<file path="src/rtl/mem_arbiter.sv">
// mem_arbiter: two-master arbiter in front of a single-port RAM.
//
// Each granted access walks IDLE -> ACCESS -> WAIT -> RESP -> IDLE, one edge
// per step.  The winning request (rw/addr/wdata/owner) is latched on the grant
// edge and later request changes are ignored.  The RAM response is registered
// by the RAM and is sampled on the WAIT->RESP edge into the owner's rdata/err.
// Addresses >= MEM_END never reach the RAM bus and complete with err=1,
// rdata=0 and the same latency.
//
// Optional feature macro: MEM_ARB_RR_EN
//   defined   : round-robin between the masters on simultaneous requests
//   undefined : fixed priority, m1 (CPU data) always wins
//
// Ports
//   clk, rst_n                : clock, asynchronous active-low reset
//   m0_* / m1_*               : requester ports (m0 = CPU fetch, m1 = CPU data)
//     *_req, *_rw, *_addr, *_wdata : request (rw: 1 = write, 0 = read)
//     *_ack                   : one-cycle completion pulse (RESP cycle)
//     *_rdata, *_err          : response, held until that master's next RESP
//   mem_valid, mem_rw, mem_addr, mem_write : RAM request bus
//   mem_read, mem_exception   : registered RAM response
//   dbg_state_o               : current FSM state (IDLE=0 ACCESS=1 WAIT=2 RESP=3)
//
// Handshake: a master raises req with its rw/addr/wdata valid; the request is
// taken only when sampled in IDLE.  Completion is the single-cycle ack; rdata
// and err are meaningful while ack is high and stay stable afterwards.
module mem_arbiter #(
   parameter int unsigned        ADDR_W  = 64,
   parameter int unsigned        DATA_W  = 64,
   parameter logic [ADDR_W-1:0]  MEM_END = 'h1000
) (
   input  logic              clk,
   input  logic              rst_n,
   input  logic              m0_req,
   input  logic              m0_rw,
   input  logic [ADDR_W-1:0] m0_addr,
   input  logic [DATA_W-1:0] m0_wdata,
   output logic              m0_ack,
   output logic [DATA_W-1:0] m0_rdata,
   output logic              m0_err,
   input  logic              m1_req,
   input  logic              m1_rw,
   input  logic [ADDR_W-1:0] m1_addr,
   input  logic [DATA_W-1:0] m1_wdata,
   output logic              m1_ack,
   output logic [DATA_W-1:0] m1_rdata,
   output logic              m1_err,
   output logic              mem_valid,
   output logic              mem_rw,
   output logic [ADDR_W-1:0] mem_addr,
   output logic [DATA_W-1:0] mem_write,
   input  logic [DATA_W-1:0] mem_read,
   input  logic              mem_exception,
   output logic [1:0]        dbg_state_o
);

   typedef enum logic [1:0] {
      S_IDLE   = 2'd0,
      S_ACCESS = 2'd1,
      S_WAIT   = 2'd2,
      S_RESP   = 2'd3
   } state_t;

   state_t              state_q, state_d;
   logic                owner_q, owner_d;   // 0 = m0, 1 = m1
   logic                rw_q, rw_d;
   logic [ADDR_W-1:0]   addr_q, addr_d;
   logic [DATA_W-1:0]   wdata_q, wdata_d;
   logic                oor_q, oor_d;       // latched address is out of range
   logic                prio_q, prio_d;     // 1 = m1 preferred on a tie
   logic [DATA_W-1:0]   rdata0_q, rdata0_d, rdata1_q, rdata1_d;
   logic                err0_q, err0_d, err1_q, err1_d;
   logic                grant1;

   // Winner when at least one request is present.
`ifdef MEM_ARB_RR_EN
   assign grant1 = m1_req & (~m0_req | prio_q);
`else
   assign grant1 = m1_req;
`endif

   always_comb begin
      state_d  = state_q;
      owner_d  = owner_q;
      rw_d     = rw_q;
      addr_d   = addr_q;
      wdata_d  = wdata_q;
      oor_d    = oor_q;
      prio_d   = prio_q;
      rdata0_d = rdata0_q;
      rdata1_d = rdata1_q;
      err0_d   = err0_q;
      err1_d   = err1_q;
      case (state_q)
         S_IDLE: begin
            if (m0_req | m1_req) begin
               state_d = S_ACCESS;
               owner_d = grant1;
               rw_d    = grant1 ? m1_rw    : m0_rw;
               addr_d  = grant1 ? m1_addr  : m0_addr;
               wdata_d = grant1 ? m1_wdata : m0_wdata;
               oor_d   = (grant1 ? m1_addr : m0_addr) >= MEM_END;
               // Pointer moves to the master that was not just served.
               prio_d  = ~grant1;
            end
         end
         S_ACCESS: state_d = S_WAIT;
         S_WAIT: begin
            state_d = S_RESP;
            // RAM response is valid during WAIT; out-of-range reports err, rdata=0.
            if (owner_q) begin
               rdata1_d = oor_q ? '0 : mem_read;
               err1_d   = oor_q | mem_exception;
            end else begin
               rdata0_d = oor_q ? '0 : mem_read;
               err0_d   = oor_q | mem_exception;
            end
         end
         S_RESP:  state_d = S_IDLE;   // no grant here by design
         default: state_d = S_IDLE;
      endcase
   end

   always_ff @(posedge clk or negedge rst_n) begin
      if (!rst_n) begin
         state_q  <= S_IDLE;
         owner_q  <= 1'b0;
         rw_q     <= 1'b0;
         addr_q   <= '0;
         wdata_q  <= '0;
         oor_q    <= 1'b0;
         prio_q   <= 1'b1;
         rdata0_q <= '0;
         rdata1_q <= '0;
         err0_q   <= 1'b0;
         err1_q   <= 1'b0;
      end else begin
         state_q  <= state_d;
         owner_q  <= owner_d;
         rw_q     <= rw_d;
         addr_q   <= addr_d;
         wdata_q  <= wdata_d;
         oor_q    <= oor_d;
         prio_q   <= prio_d;
         rdata0_q <= rdata0_d;
         rdata1_q <= rdata1_d;
         err0_q   <= err0_d;
         err1_q   <= err1_d;
      end
   end

   assign mem_valid   = (state_q == S_ACCESS) & ~oor_q;
   assign mem_rw      = mem_valid & rw_q;
   assign mem_addr    = addr_q;
   assign mem_write   = wdata_q;
   assign m0_ack      = (state_q == S_RESP) & ~owner_q;
   assign m1_ack      = (state_q == S_RESP) &  owner_q;
   assign m0_rdata    = rdata0_q;
   assign m1_rdata    = rdata1_q;
   assign m0_err      = err0_q;
   assign m1_err      = err1_q;
   assign dbg_state_o = state_q;

endmodule
</file>
<file path="config.mk">
export PLATFORM = sky130hd
export DESIGN_NAME = mem_arbiter
export DESIGN_NICKNAME = d
export VERILOG_FILES = /design/src/rtl/mem_arbiter.sv
export SDC_FILE = /design/constraint.sdc
export NUM_CORES = 1
export LEC_CHECK = 0
export CAP_MARGIN = 20
export CORE_AREA = 5 5 225 227
export DETAILED_ROUTE_END_ITERATION = 16
export DIE_AREA = 0 0 230 232
export HOLD_SLACK_MARGIN = 0.06
export PLACE_DENSITY = 0.59
export SYNTH_ARGS = -nofsm -noshare
export SYNTH_HDL_FRONTEND = slang
export SYNTH_SLANG_ARGS = --single-unit
export TNS_END_PERCENT = 5
</file>
<file path="constraint.sdc">
create_clock -name clk -period 4.7 [get_ports clk]
set_input_delay 1.175 -clock clk [delete_from_list [all_inputs] [get_ports clk]]
set_output_delay 1.175 -clock clk [all_outputs]
set_load 0.005 [all_outputs]
</file>
==> impl_metrics.sql <==
INSERT INTO impl_metrics (metric_group, metric, value, unit) VALUES
('run_status', 'run_status', 'finished clean', ''),
('floorplanning', 'floorplan.initialDensity', '23.4', '%'),
('pwr', 'p_comb_share', '34.2', '%'),
('route', 'wl_per_cell', '19.4', 'um'),
('worst_setup_path', 'regToRegStartpoint', 'dbg_state_o[0]', ''),
('synthesis', 'synth_nets', '1446', ''),
('worst_setup_path', 'path_max_fanout', '5', ''),
('worst_setup_path', 'worst-setup-path-type', 'reg -> out', ''),
('floorplanning', 'row_count', '81', ''),
('synthesis', 'synth.cell_area', '11300', 'um2'),
('clock_tree', 'cts.repair.resized', '0', ''),
('clock_tree', 'tritoncts_clock_tree', 'done', ''),
('route', 'viasPerCell', '4.36', ''),
('grt', 'grt_pass1_wl', '66900', 'um'),
('synthesis', 'synth.distinct_cells', '27', ''),
('synthesis', 'post_synth_and_or_nand_nor_area_fraction', '14.7', '%'),
('pwr', 'p_sw_share', '31.3', '%'),
('floorplanning', 'area_of_the_core', '48400', 'um2'),
('pwr', 'power.density_cell_area', '473', 'nW/um2'),
('finish', 'final_nets', '2015', ''),
('clock_tree', 'clkSinkCount', '263', ''),
('finish', 'final.fill_count', '4845', ''),
('clock_tree', 'ctsHoldBuffers', '0', ''),
('timing', 'setup-tns-final', '0', 'ns'),
('clock_tree', 'clock-root-buffer', 'clkbuf_16', ''),
('timing', 'finalSetupViolations', '0', ''),
('route', 'detailroute.via_count', '10200', ''),
('clock_tree', 'clk_transition_reported_paths', '0.06', 'ns'),
('placed_design', 'hpwlAfterDp', '35400', 'um'),
('pwr', 'p_switching', '0.00282', 'W'),
('route', 'drt_pre_antenna_iters', '4', ''),
('grt', 'first_global_vias', '10800', ''),
('synthesis', 'synth-xor-area-share', '0', '%'),
('synthesis', 'synth.area.mux_share', '11.6', '%'),
('route', 'routed_wirelength', '45100', 'um'),
('timing', 'max_slew.worst_pin.slew', '0.948', 'ns'),
('clock_tree', 'clock_tree.buffer_depth', '3', ''),
('pwr', 'reported_leakage_power', '8.10', 'nW'),
('worst_setup_path', 'setup.worst_path.end_class', 'primary output', ''),
('floorplanning', 'fp.dieArea', '53400', 'um2'),
('pwr', 'power.clock.fraction', '30.3', '%'),
('floorplanning', 'die_height', '232', 'um'),
('worst_hold_path', 'hold_path.startpoint', 'rw_q', ''),
('grt', 'grt_max_degree', '96', ''),
('worst_setup_path', 'worst-r2r-cell-count', '5', ''),
('worst_setup_path', 'setup.worst_path.start', 'dbg_state_o[1]', ''),
('grt', 'track_usage', '16.0', '%'),
('worst_setup_path', 'worst-endpoint-required', '3.52', 'ns'),
('finish', 'post_route_cells_drive_above_1_share', '5.09', '%'),
('route', 'drt.antenna.violating_nets', '0', ''),
('route', 'met1_length', '17700', 'um'),
('route', 'met2RoutedLength', '22700', 'um'),
('worst_setup_path', 'timing.critical_path.from_type', 'register', ''),
('route', 'initial_detailed_routing_violation_count', '524', ''),
('clock_tree', 'worstSkewPairLatency', '0.58', 'ns'),
('timing', 'grt_setup_unrepaired', 'no', ''),
('synthesis', 'synthesis.yosys.warnings', '0', ''),
('worst_hold_path', 'hold-path-cell-count', '2', ''),
('timing', 'clock.fmax', '299', 'MHz'),
('synthesis', 'synth_sequential_area_ratio', '58.1', '%'),
('timing', 'timing_max_transition_violations_final', '0', ''),
('finish', 'mostFrequentLayoutCells', 'clkdlybuf4s50_1, dfrtp_1, nand2_1, o21ai_0, mux2i_1', ''),
('synthesis', 'synth_top_family_by_area', 'simple AND/OR/NAND/NOR gates', ''),
('grt', 'grt_overflow', '0', ''),
('route', 'detailroute.wirelength.met3', '3860', 'um'),
('pwr', 'max-vdd-ir-drop', '0.000276', 'V'),
('synthesis', 'postSynthAreaPerCell', '10.2', 'um2'),
('worst_setup_path', 'worst-endpoint-arrival', '2.17', 'ns'),
('pwr', 'post-layout-total-power', '0.00901', 'W'),
('timing', 'timing.final.hold_violations', '0', ''),
('finish', 'areaGrowthSynthToFinish', '68.4', '%');
-- cells in the mapped netlist, drive strengths merged --
cell type / instances / area [um2]
nand4: 6 / 37.5
buf: 34 / 200
nor4: 24 / 156
a21oi: 1 / 5.00
inv: 3 / 11.3
ha: 5 / 62.6
or4: 1 / 7.51
clkbuf: 44 / 165
dfrtp: 263 / 6580
and2: 2 / 12.5
nand2b: 65 / 407
nand2: 262 / 983
nor3: 3 / 15.0
o21ai: 261 / 1310
mux2i: 129 / 1290
nor3b: 1 / 7.51
nor2: 3 / 11.3
nor2b: 2 / 12.5
mux2: 2 / 22.5
nor4b: 1 / 8.76
o221ai: 1 / 8.76
a22o: 1 / 8.76
-- power by group through the flow --
stage	clock network, W	registers (W)	logic (W)
CTS	0.00282	0.00321	0.00318
floorplan	0	0.00325	0.00105
finish	0.00273	0.00320	0.00308
detailed placement	0	0.00323	0.00317
global route	0.00291	0.00328	0.00338
global placement	0	0.00321	0.00315
-- cell families after synthesis --
| family | count (synthesis) |
|---|---|
| buffers and inverters | 81 |
| muxes | 131 |
| AOI/OAI and AO/OA | 264 |
| and+or+nand+nor | 370 |
| adders and majority gates | 5 |
| DFF | 263 |
-- per-layer routing --
metal  GRT usage (%)  vias to the layer above
li1                -                     4950
met1            19.1                     4776
met2            28.7                      399
met3            4.81                       46
met4            3.47                        0
met5               0                        -
-- through the flow --
step	utilization (%)	area [um2]	cells	hold slack, ns	setup slack (ns)
after CTS	39.4	19100	2330	0.482	1.24
after global routing	39.4	19100	2330	0.497	1.19
after detailed placement	36.9	17900	2272	0.469	1.11
after floorplan	-	11300	1114	0.442	2.39
final	39.4	19100	2331	0.476	1.35
after global placement	36.9	17900	2272	0.462	1.11
-- final cells by class --
class                   instances  area [um2]  area share (%)
inverters                       3        11.3          0.0591
repair buffers                614        6130            32.1
flip-flops and latches        263        6580            34.5
diodes                          1        2.50          0.0131
clock buffers                  42         887            4.65
clock inverters                16         287            1.50
multi-input cells             770        4390            23.0
well taps                     622         778            4.08
-- worst max-delay path, stage by stage, from the launching register on --
cell and delay [ns]:
dfrtp_1 0.42, inv_1 0.12, ha_1 0.14, nor2b_1 0.21
and2_1 0.15, clkdlybuf4s50_1 0.55
-- sequential cells by signal, summed over array words and instances (netlist names) --
signal,count
dbg_state_o,2
m0_err,1
m0_rdata,64
m1_err,1
m1_rdata,64
mem_addr,64
mem_write,64
oor_q,1
owner_q,1
rw_q,1
-- final timing paths --
kind	to	slack, ns
worst max-delay path	mem_rw	1.35
worst min-delay path	rw_q	0.48
worst max register to register	m0_rdata[35]	2.34
worst min register to register	rw_q	0.48
max in group asynchronous	m1_rdata[43]	3.09
min in group asynchronous	m0_rdata[4]	0.65
(Power assumes the default switching activity.)
==> edit: new RTL, same flow settings <==
Register the output `m1_err` once more; this adds one clock of latency there. The other outputs are not delayed to match.
--- a/src/rtl/mem_arbiter.sv
+++ b/src/rtl/mem_arbiter.sv
@@ -159,5 +159,7 @@
    assign m1_rdata    = rdata1_q;
    assign m0_err      = err0_q;
-   assign m1_err      = err1_q;
+   always_ff @(posedge clk) begin
+      m1_err <= err1_q;
+   end
    assign dbg_state_o = state_q;
 
Behaviour: not the same (Yosys sat finds a counterexample within 4 cycles, from zero or initial values and one cycle with rst_n low).
==> edit against the original RTL <==
Sequential cell count grew 1; utilization down 0.52 points; total power shrank 4.2%; synthesized area up 0.18%; design area fell by 1.3%; synthesized cell count about the same; wire length about the same; setup slack improved by 0.00052 ns.
==> edit: results (changes against the original RTL) <==
cells_and_area:
  final_nets: 2003  # -0.60%
  layout-drive-gt1-share_pct: 3.96  # -1.1 points
placement:
  dp_hpwl_um: 35500  # about the same
  gp_congestion: 0.862  # -0.70%
sta:
  worst_slew_pin_slew_ns: 1.00  # +0.0538 ns
  skew_ns: 0.0104  # -0.00479 ns
global_routing:
  track_usage_pct: 16.0  # -0.058 points
  grt_pass1_wl_um: 66200  # -1.0%
  grt_max_degree: 260  # +170%
route:
  highest_layer: "met5"
  met3_length_um: 4170  # +7.9%
  detailroute.wirelength.met2_um: 21600  # -4.9%
  m1WireLength_um: 17600  # -0.50%
  routed_via_density: 4.34  # -0.47%
  drt_iter0_markers: 354  # -32%
  routedWlPerCell_um: 19.5  # +0.70%
synth:
  async_reset_ff_share_pct: 99.6  # -0.38 points
  ys_top_cells_by_area: "dfrtp_1 (58%), o21ai_0 (11%), mux2i_1 (11%)"
  synth_common_cells: "dfrtp_1 (263), nand2_1 (262), o21ai_0 (260)"
  yosysSeqAreaShare_pct: 58.2  # +0.074 points
power_and_ir_drop:
  p_sw_share_pct: 32.1  # +0.89 points
  peakVddDrop_uv: 402  # +46%
worst_setup_path:
  crit_fanout: 5  # unchanged
status:
  status: "finished clean"
cts:
  cts_buffers: 30  # -3.2%
[edit: cell count changes in the layout (fill, tap and decap cells not counted), sizes merged]
cell,change
buf,-12
bufinv,-4
clkinv,+4
inv,-3
clkinvlp,-1
dfxtp,+1
diode,+1
[edit: power by group through the flow]
stage	Clock [mW]	Sequential (mW)	Combinational, mW
2_1_floorplan	0	3.26	1.05
3_3_place_gp	0	3.24	3.13
3_5_place_dp	0	3.26	3.14
4_1_cts	2.45	3.23	3.15
5_1_grt	2.54	3.30	3.36
6_report	2.35	3.23	3.05
[edit: routing by layer]
layer  vias up  track usage, %
li1       4919               -
met1      4649            18.3
met2       414            27.4
met3        76            5.87
met4         4            5.87
met5         -               0
[edit: kinds of logic after synthesis]
| family | share of synthesized area [%] |
|---|---|
| flops | 58.2 |
| buf+inv | 3.32 |
| fa+ha+maj | 0.552 |
| mux | 11.6 |
| simple gates | 14.6 |
| compound gates | 11.7 |
[edit: area by class of cell]
cell class,instances,area share (%)
flip-flops and latches,264,35.1
repair buffers,602,32.1
multi-input cells,770,23.3
clock inverters,12,0.758
well taps,622,4.14
diodes,2,0.0266
clock buffers,42,4.50
inverters,3,0.0598
[edit: worst paths after layout]
check / start / slack [ns] / depth (start not counted) / to
max: dbg_state_o[1] / 1.35 / 5 / mem_rw
min: err1_q / 0.38 / 0 / m1_err
max reg2reg: dbg_state_o[0] / 2.32 / 5 / m0_rdata[43]
min reg2reg: err1_q / 0.38 / 0 / m1_err
max in group asynchronous: rst_n / 3.13 / 2 / m0_rdata[18]
min in group asynchronous: rst_n / 0.65 / 1 / m0_rdata[0]
[edit: stage by stage]
stage               worst slack (ns)  util (%)  area [um^2]  std cells
floorplan                       2.39         -        11300       1115
global placement                1.16      36.8        17800       2261
global route                    1.16      38.8        18800       2315
detailed placement              1.19      36.8        17800       2261
CTS                             1.24      38.8        18800       2315
finish                          1.35      38.8        18800       2317
[edit: worst max-delay path, cell delays in order, from the launching register on]
cell and delay, ns:
dfrtp_1 0.44, inv_1 0.12, ha_1 0.14, nor2b_1 0.19, and2_1 0.16, clkdlybuf4s50_1 0.56
